**config.mk**
```make
export PLATFORM = sky130hd
export DESIGN_NAME = multichan_deserializer
export DESIGN_NICKNAME = d
export VERILOG_FILES = /design/src/rtl/deser_pkg.sv /design/src/rtl/sync_fifo.sv /design/src/rtl/multichan_deserializer.sv
export SDC_FILE = /design/constraint.sdc
export NUM_CORES = 1
export LEC_CHECK = 0
export ABC_AREA = 1
export BUFFER_PORTS_ARGS = -buffer_cell sky130_fd_sc_hd__buf_2
export CAP_MARGIN = 25
export CORE_MARGIN = 4
export CORE_UTILIZATION = 45
export DETAILED_ROUTE_END_ITERATION = 16
export SYNTH_ARGS = -nofsm -noshare
export SYNTH_HDL_FRONTEND = slang
export SYNTH_HIERARCHICAL = 1
export SYNTH_SLANG_ARGS = --single-unit
```
**constraint.sdc**
```tcl
create_clock -name clk -period 11.55 [get_ports clk]
set_input_delay 1.7325 -clock clk [delete_from_list [all_inputs] [get_ports clk]]
set_output_delay 1.7325 -clock clk [all_outputs]
set_load 0.05 [all_outputs]
```
**src/rtl/deser_pkg.sv**
```systemverilog
// Shared types and sizing helpers for the multi-channel deserializer.
package deser_pkg;

    typedef enum logic {
        HUNT   = 1'b0,
        LOCKED = 1'b1
    } deser_state_e;

    // Bit counter must hold 0..WIDTH inclusive.
    function automatic int cnt_width(input int width);
        return $clog2(width + 1);
    endfunction

endpackage

```
**src/rtl/sync_fifo.sv**
```systemverilog
// Single-clock FIFO with simultaneous push/pop; a push into a full FIFO is
// accepted only when a pop frees the head slot in the same cycle.
module sync_fifo #(
    parameter int DW    = 8,
    parameter int DEPTH = 4
) (
    input  logic          clk,
    input  logic          rst,
    input  logic          push,
    input  logic [DW-1:0] din,
    input  logic          pop,
    output logic [DW-1:0] dout,
    output logic          full,
    output logic          empty
);
    localparam int AW = $clog2(DEPTH);

    logic [DW-1:0] mem_q [DEPTH];
    logic [AW-1:0] wptr_q, rptr_q;
    logic [AW:0]   cnt_q;
    logic          do_push, do_pop;

    assign empty   = (cnt_q == '0);
    assign full    = (cnt_q == (AW+1)'(DEPTH));
    assign do_pop  = pop & ~empty;
    assign do_push = push & (~full | do_pop);
    assign dout    = empty ? '0 : mem_q[rptr_q];

    always_ff @(posedge clk) begin
        if (rst) begin
            wptr_q <= '0;
            rptr_q <= '0;
            cnt_q  <= '0;
        end else begin
            if (do_push) wptr_q <= wptr_q + AW'(1);
            if (do_pop)  rptr_q <= rptr_q + AW'(1);
            case ({do_push, do_pop})
                2'b10:   cnt_q <= cnt_q + (AW+1)'(1);
                2'b01:   cnt_q <= cnt_q - (AW+1)'(1);
                default: cnt_q <= cnt_q;
            endcase
        end
    end

    // Storage is not reset; dout is masked while empty instead.
    always_ff @(posedge clk) begin
        if (do_push) mem_q[wptr_q] <= din;
    end

endmodule

```
**src/rtl/multichan_deserializer.sv**
```systemverilog
// NCH-lane serial-to-parallel converter with frame-sync alignment, output
// FIFO and sticky overflow/sync-error flags.
module multichan_deserializer
    import deser_pkg::*;
#(
    parameter int WIDTH     = 32,
    parameter int NCH       = 4,
    parameter int DEPTH     = 4,
    parameter bit MSB_FIRST = 1'b1
) (
    input  logic                 clk,
    input  logic                 rst,
    input  logic                 bit_valid,
    input  logic [NCH-1:0]       databits,
    input  logic                 frame_sync,
    input  logic                 clear_flags,
    output logic                 out_valid,
    input  logic                 out_ready,
    output logic [NCH*WIDTH-1:0] out_data,
    output logic                 overflow,
    output logic                 sync_err,
    output logic                 locked
);
    localparam int CW = cnt_width(WIDTH);

    deser_state_e                  state_q, state_d;
    logic [CW-1:0]                 cnt_q, cnt_d, cnt_base;
    logic [NCH-1:0][WIDTH-1:0]     shreg_q, shreg_sh;
    logic                          shift_en, push, pop;
    logic                          sync_err_set, overflow_set;
    logic                          overflow_q, sync_err_q;
    logic                          fifo_full, fifo_empty;

    for (genvar k = 0; k < NCH; k++) begin : g_lane
        if (MSB_FIRST) begin : g_msb
            assign shreg_sh[k] = {shreg_q[k][WIDTH-2:0], databits[k]};
        end else begin : g_lsb
            assign shreg_sh[k] = {databits[k], shreg_q[k][WIDTH-1:1]};
        end
    end

    always_ff @(posedge clk) begin
        if (rst) begin
            state_q <= HUNT;
            cnt_q   <= '0;
        end else begin
            state_q <= state_d;
            cnt_q   <= cnt_d;
        end
    end

    always_comb begin
        state_d      = state_q;
        cnt_d        = cnt_q;
        cnt_base     = cnt_q;
        shift_en     = 1'b0;
        push         = 1'b0;
        sync_err_set = 1'b0;
        case (state_q)
            HUNT: begin
                if (bit_valid && frame_sync) begin
                    state_d  = LOCKED;
                    shift_en = 1'b1;
                    cnt_d    = CW'(1);
                end
            end
            LOCKED: begin
                if (bit_valid) begin
                    shift_en = 1'b1;
                    // A sync slot always restarts the word; only mid-word is an error.
                    cnt_base     = frame_sync ? '0 : cnt_q;
                    sync_err_set = frame_sync && (cnt_q != '0);
                    if (cnt_base + CW'(1) == CW'(WIDTH)) begin
                        push  = 1'b1;
                        cnt_d = '0;
                    end else begin
                        cnt_d = cnt_base + CW'(1);
                    end
                end
            end
            default: state_d = HUNT;
        endcase
    end

    // Every word is WIDTH full shifts, so stale bits never need clearing.
    always_ff @(posedge clk) begin
        if (rst)           shreg_q <= '0;
        else if (shift_en) shreg_q <= shreg_sh;
    end

    assign pop          = out_valid & out_ready;
    assign overflow_set = push & fifo_full & ~pop;

    sync_fifo #(
        .DW    (NCH*WIDTH),
        .DEPTH (DEPTH)
    ) u_fifo (
        .clk   (clk),
        .rst   (rst),
        .push  (push),
        .din   (shreg_sh),
        .pop   (pop),
        .dout  (out_data),
        .full  (fifo_full),
        .empty (fifo_empty)
    );

    always_ff @(posedge clk) begin
        if (rst) begin
            overflow_q <= 1'b0;
            sync_err_q <= 1'b0;
        end else begin
            overflow_q <= overflow_set | (overflow_q & ~clear_flags);
            sync_err_q <= sync_err_set | (sync_err_q & ~clear_flags);
        end
    end

    assign out_valid = ~fifo_empty;
    assign overflow  = overflow_q;
    assign sync_err  = sync_err_q;
    assign locked    = (state_q == LOCKED);

endmodule

```
**Word-level counts from Yosys, hierarchy flattened**

Memory sizes are Yosys's and may differ from the RTL's. A register that Yosys moved wholly into a read port is not among the register bits.
Index checks and enable logic that the tools add are counted.

- Reduce and logical (&&, ||, !) cells: 6
- Bitwise gates (word level): 15
- Add/subtract/negate cells: 5
- Multiplexer cells: 20
- Eq/ne operators: 6

Operator list:

| operator | count |
|---|---|
| $mux 128 | 1 |
| $mux 6 | 4 |
| $pmux 6 s2 | 1 |
| $mux 1 | 10 |
| $and 1x1->1 | 7 |
| $add 6x1->6 const B | 1 |
| $eq 6x6->1 const B | 1 |
| $pmux 3 s2 | 1 |
| $reduce_bool 6->1 | 1 |
| $not 1->1 | 5 |
| $add 2x1->2 const B | 2 |
| $mux 2 | 2 |
| $ne 2x2->1 const B | 2 |
| $add 3x1->3 const B | 1 |
| $eq 3x3->1 const B | 1 |
| $logic_not 3->1 | 1 |
| $or 1x1->1 | 3 |
| $sub 3x1->3 const B | 1 |
| $eq 2x1->1 const B | 1 |
| $eq 2x2->1 const B | 1 |
| $logic_and 1x1->1 | 2 |
| $pmux 1 s2 | 1 |
| $reduce_and 2->1 | 1 |
| $reduce_bool 2->1 | 1 |

- Logic and storage cells: 64
- Bits in registers: 140
- Output and inout bits: 132
- Memory bits (writable): 512
- Memories: 1

Memories:

| memory | depth | bits a word | read ports | clocked after Yosys merged registers in | wr ports | RTL line | text |
|---|---|---|---|---|---|---|---|
| u_fifo.mem_q | 4 | 128 | 1 | 1 | 1 | sync_fifo.sv:18 | `logic [DW-1:0] mem_q [DEPTH];` |

**Longest topological paths before layout**

Gate-level depths: netlist of run 1.

- Word-level depth: 9
- Gate-level depth with buffers: 19
- Depth with buffers taken out: 19

**Hierarchy**

Netlist of run 1, hierarchy kept.

Modules (own cells, without submodules):

| module | area each (um^2) | cells an instance | instances |
|---|---|---|---|
| sync_fifo | 20,350.8 | 1,576 | 1 |
| multichan_deserializer | 4,778.3 | 623 | 1 |

**Least setup slack after synthesis of run 1**

OpenSTA, ideal clock, no wires.

- Path type: input to register
- Start: input port frame_sync
- End: memory u_fifo/mem_q[0][0] (netlist bit), enable pin
- Arrival time: 8.155 ns
- Cell stages on the path: 10
- Required time: 10.933 ns
- Slack: 2.778 ns
- Buffers on the path: 0
- Cells stage by stage: nor2_1 > ha_1 > nand2_1 > o21ai_0 > nand2_1 > nor2_2 > inv_1 > nor2_2 > o21ai_2 > nor2_1

- Longest elaborated chain between the ends: 9

Ends and longest elaborated chain:

| what | RTL line | text |
|---|---|---|
| start, declared | multichan_deserializer.sv:15 | `input logic frame_sync,` |
| $mux 6 | multichan_deserializer.sv:71 | `cnt_base = frame_sync ? '0 : cnt_q;` |
| $add 6x1->6 | multichan_deserializer.sv:73 | `if (cnt_base + CW'(1) == CW'(WIDTH)) begin` |
| $eq 6x6->1 | multichan_deserializer.sv:73 |  |
| $mux 1 | multichan_deserializer.sv:73 |  |
| $mux 1 | multichan_deserializer.sv:68 | `if (bit_valid) begin` |
| $mux 1 | multichan_deserializer.sv:59 | `case (state_q)` |
| via push | multichan_deserializer.sv:29 | `logic shift_en, push, pop;` |
| $and 1x1->1 | sync_fifo.sv:26 | `assign do_push = push & (~full \| do_pop);` |
| $mux 1 | sync_fifo.sv:47 | `if (do_push) mem_q[wptr_q] <= din;` |
| $mux 1 (implied by the code) | sync_fifo.sv:47 |  |
| end, declared | sync_fifo.sv:18 |  |

The timed path passes the listed nets, and every way through them passes these cells.

==> results of run 1 <==
-- area by class of cell --
class                   instances  area share [%]
well taps                     748           3.281
inverters                      37          0.5352
repair buffers                161           3.369
clock inverters                25           1.127
multi-input cells            1368           20.82
flip-flops and latches        654           63.90
clock buffers                  97           6.966
-- placed cells by master, fill, tap and decap left out, drive strengths merged, types with 8 or more instances in the layout --
master / n
a21oi: 142
buf: 161
bufinv: 8
clkbuf: 97
clkinv: 17
dfxtp: 142
edfxtp: 512
inv: 36
nand2: 31
nand3: 9
nor2: 784
o21ai: 389
-- through the flow --
stage | utilization (%) | hold slack, ps | instance area, um^2
after floorplan | - | 435.6 | 25130
after global placement | 47.29 | 447.6 | 26100
after CTS | 51.47 | 456.9 | 28410
final | 51.67 | 450.3 | 28520
after detailed placement | 47.29 | 447.3 | 26100
after global routing | 51.67 | 488.2 | 28520
-- critical path, stage by stage, from the launching register on --
cell     delay [ps]
dfxtp_4         580
inv_6           310
buf_16          430
buf_4           850
o21ai_0         210
a21oi_1         430
buf_2           360
-- routing by layer --
metal / up-vias / part of all wire (%) / track usage, %
met3: 73 / 5.6 / 3.136
met2: 438 / 46 / 30.85
met1: 7796 / 46 / 25.99
met5: - / 0.018 / 0
met4: 2 / 1.9 / 5.586
li1: 7774 / - / -
-- kinds of logic after synthesis --
kind of cell | count (synthesis) | synth area share (%)
and+or+nand+nor | 829 | 12.53
DFF | 654 | 72.50
AOI/OAI and AO/OA | 533 | 10.65
buffers and inverters | 177 | 3.993
adders and majority gates | 6 | 0.3286
-- where the power goes --
group          leakage, nW  switching, mW  internal (mW)
registers             6.11         0.0490           2.58
logic                 3.22         0.0656         0.0296
clock network         1.13          0.862           1.37
-- state kept, by name, indices dropped and copies added (netlist names), named ones only --
signal,cells
u_fifo/rptr_q,2
locked,1
overflow,1
u_fifo/cnt_q,3
u_fifo/wptr_q,2
shreg_q,124
sync_err,1
cnt_q,6
u_fifo/mem_q,512
-- worst paths after layout --
check / endpoint / slack, ps / startpoint / cells after the start
setup / recovery: out_data[64] / 5900 / flop / 6
hold / removal: flop / 450 / u_fifo/rptr_q[1] / 2
setup reg to reg: u_fifo/mem_q[1][7] / 7010 / cnt_q[0] / 13
hold reg to reg: flop / 450 / u_fifo/rptr_q[1] / 2
==> impl_metrics.prom, run 1 <==
# TYPE chip_impl_metric gauge
chip_impl_metric{name="setup-violations-final",unit=""} 0
chip_impl_info{name="grt_setup_unrepaired",value="false"} 1
chip_impl_metric{name="chip_width",unit="um"} 244.3
chip_impl_metric{name="worst_slew_slack_as_a_fraction_of_its_limit",unit="%"} 34.87
chip_impl_metric{name="synth.yosys.warnings",unit=""} 6
chip_impl_metric{name="viasPerCell",unit=""} 5.205
chip_impl_metric{name="grtUsageTotal",unit="%"} 18.80
chip_impl_metric{name="cts.repair.resized",unit=""} 0
chip_impl_metric{name="syn_inst",unit=""} 2199
chip_impl_info{name="critical_path.startpoint_type",value="flop"} 1
chip_impl_metric{name="area_taken_by_multi_input_logic_gates",unit="um^2"} 5938
chip_impl_metric{name="layout-drive-gt1-share",unit="%"} 11.78
chip_impl_metric{name="vias",unit=""} 16080
chip_impl_metric{name="clock_pin_transition_on_the_worst_setup_and_hold_timing_paths",unit="ps"} 60
chip_impl_metric{name="pin_count",unit=""} 142
chip_impl_info{name="cts_root_buffer",value="clkbuf_16"} 1
chip_impl_metric{name="n_antenna_cell",unit=""} 0
chip_impl_metric{name="layout.filler_cells",unit=""} 4738
chip_impl_metric{name="floorplan.core_area",unit="um^2"} 55200
chip_impl_metric{name="ant_nets",unit=""} 0
chip_impl_metric{name="worst_ir_drop_on_vdd",unit="mV"} 0.08561
chip_impl_metric{name="synthArstFlopShare",unit="%"} 0
chip_impl_metric{name="grt_max_degree",unit=""} 185
chip_impl_metric{name="holdBufCountCts",unit=""} 0
chip_impl_metric{name="synth-edff-count",unit=""} 512
chip_impl_metric{name="finalWorstPathRequiredPeriod",unit="ps"} 5650
chip_impl_metric{name="wl_per_cell",unit="um"} 18.36
chip_impl_metric{name="worst_pin_slew",unit="ps"} 977.0
chip_impl_metric{name="synth.net_count",unit=""} 2215
chip_impl_info{name="top_cells_by_instance_count_after_synthesis",value="781 x nor2_1, 512 x edfxtp_1, 370 x o21ai_0, 142 x a21oi_1, 142 x dfxtp_1"} 1
chip_impl_info{name="worst_hold_path_type",value="flop to flop"} 1
chip_impl_metric{name="avgSynthCellArea",unit="um^2"} 11.43
chip_impl_metric{name="ratio_of_final_minimum_period_to_clock_period",unit="%"} 48.92
chip_impl_info{name="yosys.cell_count.top_type",value="nor2_1"} 1
chip_impl_metric{name="max_freq",unit="MHz"} 177.0
chip_impl_metric{name="final_total_pwr",unit="mW"} 4.964
chip_impl_metric{name="start_util",unit="%"} 45.52
chip_impl_metric{name="port_buffers",unit=""} 141
chip_impl_metric{name="hpwlAfterDp",unit="um"} 28140
chip_impl_info{name="synth_area_leader_cell",value="edfxtp_1"} 1
chip_impl_metric{name="max_cap_violations",unit=""} 0
chip_impl_metric{name="first_pass_iters",unit=""} 5
chip_impl_info{name="timing.critical_path.to_type",value="output pin"} 1
chip_impl_metric{name="gp_congestion",unit=""} 0.8262
chip_impl_metric{name="register_area",unit="um^2"} 18230
chip_impl_metric{name="ys_ff_latch",unit=""} 654
chip_impl_metric{name="synthesis.area",unit="um^2"} 25130
chip_impl_metric{name="floorplan.die_area",unit="um^2"} 59690
chip_impl_metric{name="hold_violations",unit=""} 0
chip_impl_metric{name="fin_ws",unit="ps"} 5900
chip_impl_metric{name="drcViolationCount",unit=""} 0
chip_impl_metric{name="grt_pass1_wl",unit="um"} 89070
chip_impl_metric{name="slew_violations",unit=""} 0
chip_impl_metric{name="h-tree-depth",unit=""} 3
chip_impl_metric{name="rows",unit=""} 86
chip_impl_metric{name="post_cts.repair.setup_buffers",unit=""} 0
chip_impl_metric{name="grt_remaining_overflow",unit=""} 0
chip_impl_metric{name="setup_tns",unit="ps"} 0
chip_impl_metric{name="critical_path.max_fanout",unit=""} 136
chip_impl_metric{name="ys_seq_area_share",unit="%"} 72.50
chip_impl_metric{name="place_inst",unit=""} 2964
chip_impl_metric{name="placement.setup.worst_slack",unit="ps"} 5593
chip_impl_metric{name="fin_worst_skew",unit="ps"} 13.51
chip_impl_info{name="synthFlopType",value="edfxtp_1"} 1
chip_impl_metric{name="clk_path_buf_depth",unit=""} 3
chip_impl_metric{name="initial_antenna_violation_count",unit=""} 1
chip_impl_metric{name="totalWireLength",unit="um"} 56730
chip_impl_metric{name="worst_ep_required_time",unit="ps"} 9820
chip_impl_metric{name="cts.sink_count",unit=""} 654
chip_impl_metric{name="top_cell_type_s_share_of_synthesized_area",unit="%"} 61.18
chip_impl_info{name="yosys-top-cells-area",value="edfxtp_1 61%, nor2_1 12%, dfxtp_1 11%, o21ai_0 7.4%, a21oi_1 2.8%"} 1
chip_impl_metric{name="synthToLayoutAreaGrowth",unit="%"} 13.50
chip_impl_metric{name="power_density",unit="nW/um^2"} 174.1
chip_impl_metric{name="total_leakage_power",unit="nW"} 10.46
chip_impl_metric{name="synth.distinct_cells",unit=""} 29
chip_impl_metric{name="number_of_global_route_vias_before_repair",unit=""} 15550
chip_impl_info{name="timing_worst_setup_path_type",value="flop to output pin"} 1
chip_impl_info{name="tritoncts",value="done"} 1
chip_impl_metric{name="fin_nets",unit=""} 2305
chip_impl_metric{name="worst-endpoint-arrival",unit="ps"} 3920
chip_impl_metric{name="cts_bufs_inserted",unit=""} 67
chip_impl_metric{name="worstSkewPairLatency",unit="ps"} 590
chip_impl_metric{name="detailedRoute.firstIterationViolations",unit=""} 1418
chip_impl_metric{name="dieHeight",unit="um"} 244.3
chip_impl_info{name="run_status",value="complete, no violations"} 1
chip_impl_metric{name="layoutNonFillerInstCount",unit=""} 3090
Note: power is estimated with default switching activity, not from simulation.
==> inputs of run 2 (changes only) <==
- ABC_AREA: 1 -> 0
- clock period: 11.55 -> 5.7 ns (I/O delays scaled with it)
==> impl_metrics.prom, run 2 <==
# TYPE chip_impl_metric gauge
chip_impl_info{name="run_status",value="complete, no violations"} 1
chip_impl_metric{name="setup_tns",unit="ps"} 0
chip_impl_metric{name="floorplan.die_area",unit="um^2"} 58790
chip_impl_info{name="synth_area_leader_cell",value="edfxtp_1"} 1
chip_impl_metric{name="total_leakage_power",unit="nW"} 9.243
chip_impl_metric{name="slew_violations",unit=""} 0
chip_impl_metric{name="top_cell_type_s_share_of_synthesized_area",unit="%"} 62.15
chip_impl_metric{name="initial_antenna_violation_count",unit=""} 5
chip_impl_info{name="registers_with_the_highest_flip_flop_counts",value="u_fifo/mem_q x512, shreg_q x124, cnt_q x6"} 1
chip_impl_metric{name="rows",unit=""} 85
chip_impl_metric{name="totalWireLength",unit="um"} 49040
chip_impl_metric{name="layout.filler_cells",unit=""} 4351
chip_impl_info{name="synthFlopType",value="edfxtp_1"} 1
chip_impl_metric{name="power_density",unit="nW/um^2"} 340.4
chip_impl_metric{name="synth.yosys.warnings",unit=""} 6
chip_impl_metric{name="hpwlAfterDp",unit="um"} 26720
chip_impl_metric{name="synth.net_count",unit=""} 1498
chip_impl_metric{name="ratio_of_final_minimum_period_to_clock_period",unit="%"} 69.72
chip_impl_metric{name="register_area",unit="um^2"} 18230
chip_impl_metric{name="synth.distinct_cells",unit=""} 49
chip_impl_info{name="layout.cells.most_common",value="edfxtp_1"} 1
chip_impl_metric{name="cts_bufs_inserted",unit=""} 67
chip_impl_metric{name="max_freq",unit="MHz"} 251.6
chip_impl_info{name="timing.critical_path.max_delay_family",value="buffers and inverters"} 1
chip_impl_metric{name="floorplan.core_area",unit="um^2"} 54130
chip_impl_metric{name="worst-r2r-setup-slack",unit="ps"} 2210
chip_impl_metric{name="crit_path_max_incr_delay",unit="ps"} 820
chip_impl_metric{name="worstSkewPairLatency",unit="ps"} 590
chip_impl_metric{name="worst_ep_required_time",unit="ps"} 4850
chip_impl_info{name="mostFrequentLayoutCells",value="512 x edfxtp_1, 252 x nand2_1, 140 x dfxtp_1, 140 x buf_2, 130 x a21oi_1"} 1
chip_impl_metric{name="place_inst",unit=""} 2254
chip_impl_metric{name="synthesis.area",unit="um^2"} 24740
chip_impl_info{name="setup.worst_path.start",value="u_fifo/cnt_q[1]"} 1
chip_impl_metric{name="gp_congestion",unit=""} 0.6939
chip_impl_metric{name="clock_pin_transition_on_the_worst_setup_and_hold_timing_paths",unit="ps"} 60
chip_impl_metric{name="synth-edff-count",unit=""} 512
chip_impl_metric{name="grt_pass1_wl",unit="um"} 77780
chip_impl_metric{name="pin_count",unit=""} 142
chip_impl_info{name="crit_path_top_delay_cell",value="buf_4"} 1
chip_impl_metric{name="n_antenna_cell",unit=""} 0
chip_impl_metric{name="start_util",unit="%"} 45.70
chip_impl_metric{name="worst_slew_slack_as_a_fraction_of_its_limit",unit="%"} 35.97
chip_impl_metric{name="ys_seq_area_share",unit="%"} 73.64
chip_impl_metric{name="vias",unit=""} 12680
chip_impl_metric{name="fin_nets",unit=""} 1644
chip_impl_metric{name="syn_inst",unit=""} 1482
chip_impl_metric{name="synthToLayoutAreaGrowth",unit="%"} 15.08
chip_impl_info{name="critical_path_cell_list",value="nor3_4, buf_4, buf_4, nor2b_1, buf_2"} 1
chip_impl_metric{name="detailedRoute.firstIterationViolations",unit=""} 761
chip_impl_info{name="grt_setup_unrepaired",value="false"} 1
chip_impl_info{name="rr_endpoint",value="u_fifo/mem_q[1][45]"} 1
chip_impl_metric{name="setup-violations-final",unit=""} 0
chip_impl_info{name="hold_start",value="sync_err"} 1
chip_impl_info{name="timing.critical_path.to_type",value="output pin"} 1
chip_impl_metric{name="hold_violations",unit=""} 0
chip_impl_metric{name="holdBufCountCts",unit=""} 0
chip_impl_metric{name="critical_path.max_fanout",unit=""} 85
chip_impl_metric{name="grt_max_degree",unit=""} 95
chip_impl_metric{name="cts.repair.resized",unit=""} 0
chip_impl_metric{name="grtUsageTotal",unit="%"} 16.87
chip_impl_metric{name="cp.buffers_inverters",unit=""} 3
chip_impl_info{name="top_cells_by_instance_count_after_synthesis",value="512 x edfxtp_1, 252 x nand2_1, 142 x dfxtp_1, 130 x a21oi_1, 128 x mux4_2"} 1
chip_impl_metric{name="ys_ff_latch",unit=""} 654
chip_impl_metric{name="fin_worst_skew",unit="ps"} 18.83
chip_impl_metric{name="worst_pin_slew",unit="ps"} 960.5
chip_impl_metric{name="grt_remaining_overflow",unit=""} 0
chip_impl_metric{name="post_cts.repair.setup_buffers",unit=""} 0
chip_impl_metric{name="cts.sink_count",unit=""} 654
chip_impl_metric{name="number_of_global_route_vias_before_repair",unit=""} 13260
chip_impl_metric{name="avgSynthCellArea",unit="um^2"} 16.69
chip_impl_metric{name="viasPerCell",unit=""} 5.331
chip_impl_metric{name="port_buffers",unit=""} 141
chip_impl_metric{name="worst_case_reg_to_reg_path_depth",unit=""} 10
chip_impl_info{name="yosys-top-cells-area",value="edfxtp_1 62%, mux4_2 12%, dfxtp_1 11%, nand2_1 3.8%, nor2b_1 3.1%"} 1
chip_impl_metric{name="area_taken_by_multi_input_logic_gates",unit="um^2"} 5943
chip_impl_info{name="tritoncts",value="done"} 1
chip_impl_metric{name="max_cap_violations",unit=""} 0
chip_impl_metric{name="dieHeight",unit="um"} 242.5
chip_impl_metric{name="finalWorstPathRequiredPeriod",unit="ps"} 3974
chip_impl_metric{name="flip_flop_count_of_the_largest_register_all_copies_and_words_added",unit=""} 512
chip_impl_info{name="critical_path.startpoint_type",value="flop"} 1
chip_impl_metric{name="layoutNonFillerInstCount",unit=""} 2378
chip_impl_info{name="worst_hold_path_type",value="flop to flop"} 1
chip_impl_info{name="yosys.cell_count.top_type",value="edfxtp_1"} 1
chip_impl_metric{name="clk_path_buf_depth",unit=""} 3
chip_impl_info{name="max_flop_register",value="u_fifo/mem_q"} 1
chip_impl_metric{name="layout-drive-gt1-share",unit="%"} 24.44
chip_impl_metric{name="worst_ir_drop_on_vdd",unit="mV"} 0.2035
chip_impl_info{name="critical_path.most_common_cell",value="buf_4"} 1
chip_impl_info{name="critical_path.reg2reg.startpoint",value="cnt_q[0]"} 1
chip_impl_metric{name="chip_width",unit="um"} 242.5
chip_impl_metric{name="drcViolationCount",unit=""} 0
chip_impl_metric{name="ant_nets",unit=""} 0
chip_impl_metric{name="wl_per_cell",unit="um"} 20.62
chip_impl_info{name="timing_worst_setup_path_type",value="flop to output pin"} 1
chip_impl_info{name="cts_root_buffer",value="clkbuf_16"} 1
chip_impl_metric{name="first_pass_iters",unit=""} 5
chip_impl_metric{name="synthArstFlopShare",unit="%"} 0
chip_impl_info{name="cp-endpoint",value="out_data[74]"} 1
chip_impl_metric{name="worst-endpoint-arrival",unit="ps"} 3120
chip_impl_metric{name="h-tree-depth",unit=""} 3
chip_impl_metric{name="cp.depth",unit=""} 5
==> run 2: cell count changes in the layout (fill, tap and decap cells not counted), sizes merged, moves of 25 or more <==
cell and delta:
o21ai -383, nor2 -767, mux4 +128, nand2 +221
nor2b +122, inv -25
==> run 2: logic make-up after synthesis <==
logic type / Yosys count / synth area share, %
fa+ha+maj: 6 / 0.3338
simple gates: 429 / 8.254
compound gates: 155 / 3.394
mux: 131 / 11.78
buf+inv: 103 / 2.453
xor+xnor: 4 / 0.1416
flops: 654 / 73.64
==> run 2: per-stage QoR <==
stage / hold slack (ps) / setup WS, ps / area (um^2) / utilization (%) / total power [mW]
after floorplan: 460.0 / 1147 / 24740 / - / 5.240
after global placement: 468.2 / 1592 / 26120 / 48.24 / 5.275
after detailed placement: 486.5 / 1613 / 26140 / 48.28 / 5.278
after CTS: 466.1 / 1576 / 28440 / 52.54 / 9.800
after global routing: 489.1 / 1447 / 28470 / 52.59 / 10.03
final: 490.9 / 1726 / 28470 / 52.59 / 9.690
==> run 2: cell type report <==
type                            count  share of cell area, %
Clock buffer                       98                  6.733
Clock inverter                     25                  1.367
Inverter                           10                 0.1318
Multi-Input combinational cell    725                  20.88
Sequential cell                   654                  64.02
Tap cell                          696                  3.059
Timing Repair Buffer              170                  3.819
==> run 2: worst min-delay path: cells and delay by family, from the launching register on <==
kind,cells,cell delay (ps)
AO/OA/AOI/OAI,1,60
AND/OR/NAND/NOR,1,70
flip-flops,1,320
==> run 2: report_power, final <==
part | switching, mW | internal [mW]
Clock | 1.76 | 2.76
Sequential | 0.00648 | 5.08
Combinational | 0.0753 | 0.0145
Total | 1.84 | 7.85
==> run 2: how the worst min path moves through the flow <==
stage                      endpoint  depth (start not counted)
3_5_place_dp               sync_err                          2
5_1_grt         u_fifo/mem_q[0][64]                          1
3_3_place_gp               sync_err                          2
4_1_cts         u_fifo/mem_q[3][64]                          1
6_report                   sync_err                          2
2_1_floorplan  u_fifo/mem_q[0][127]                          0
==> run 2: routing by layer <==
| metal | routed length (um) | track usage [%] | vias up |
|---|---|---|---|
| met5 | 13 | 0 | - |
| met2 | 23740 | 27.43 | 277 |
| met3 | 2302 | 3.210 | 66 |
| met1 | 21990 | 23.43 | 6490 |
| li1 | - | - | 5841 |
| met4 | 988 | 4.985 | 2 |
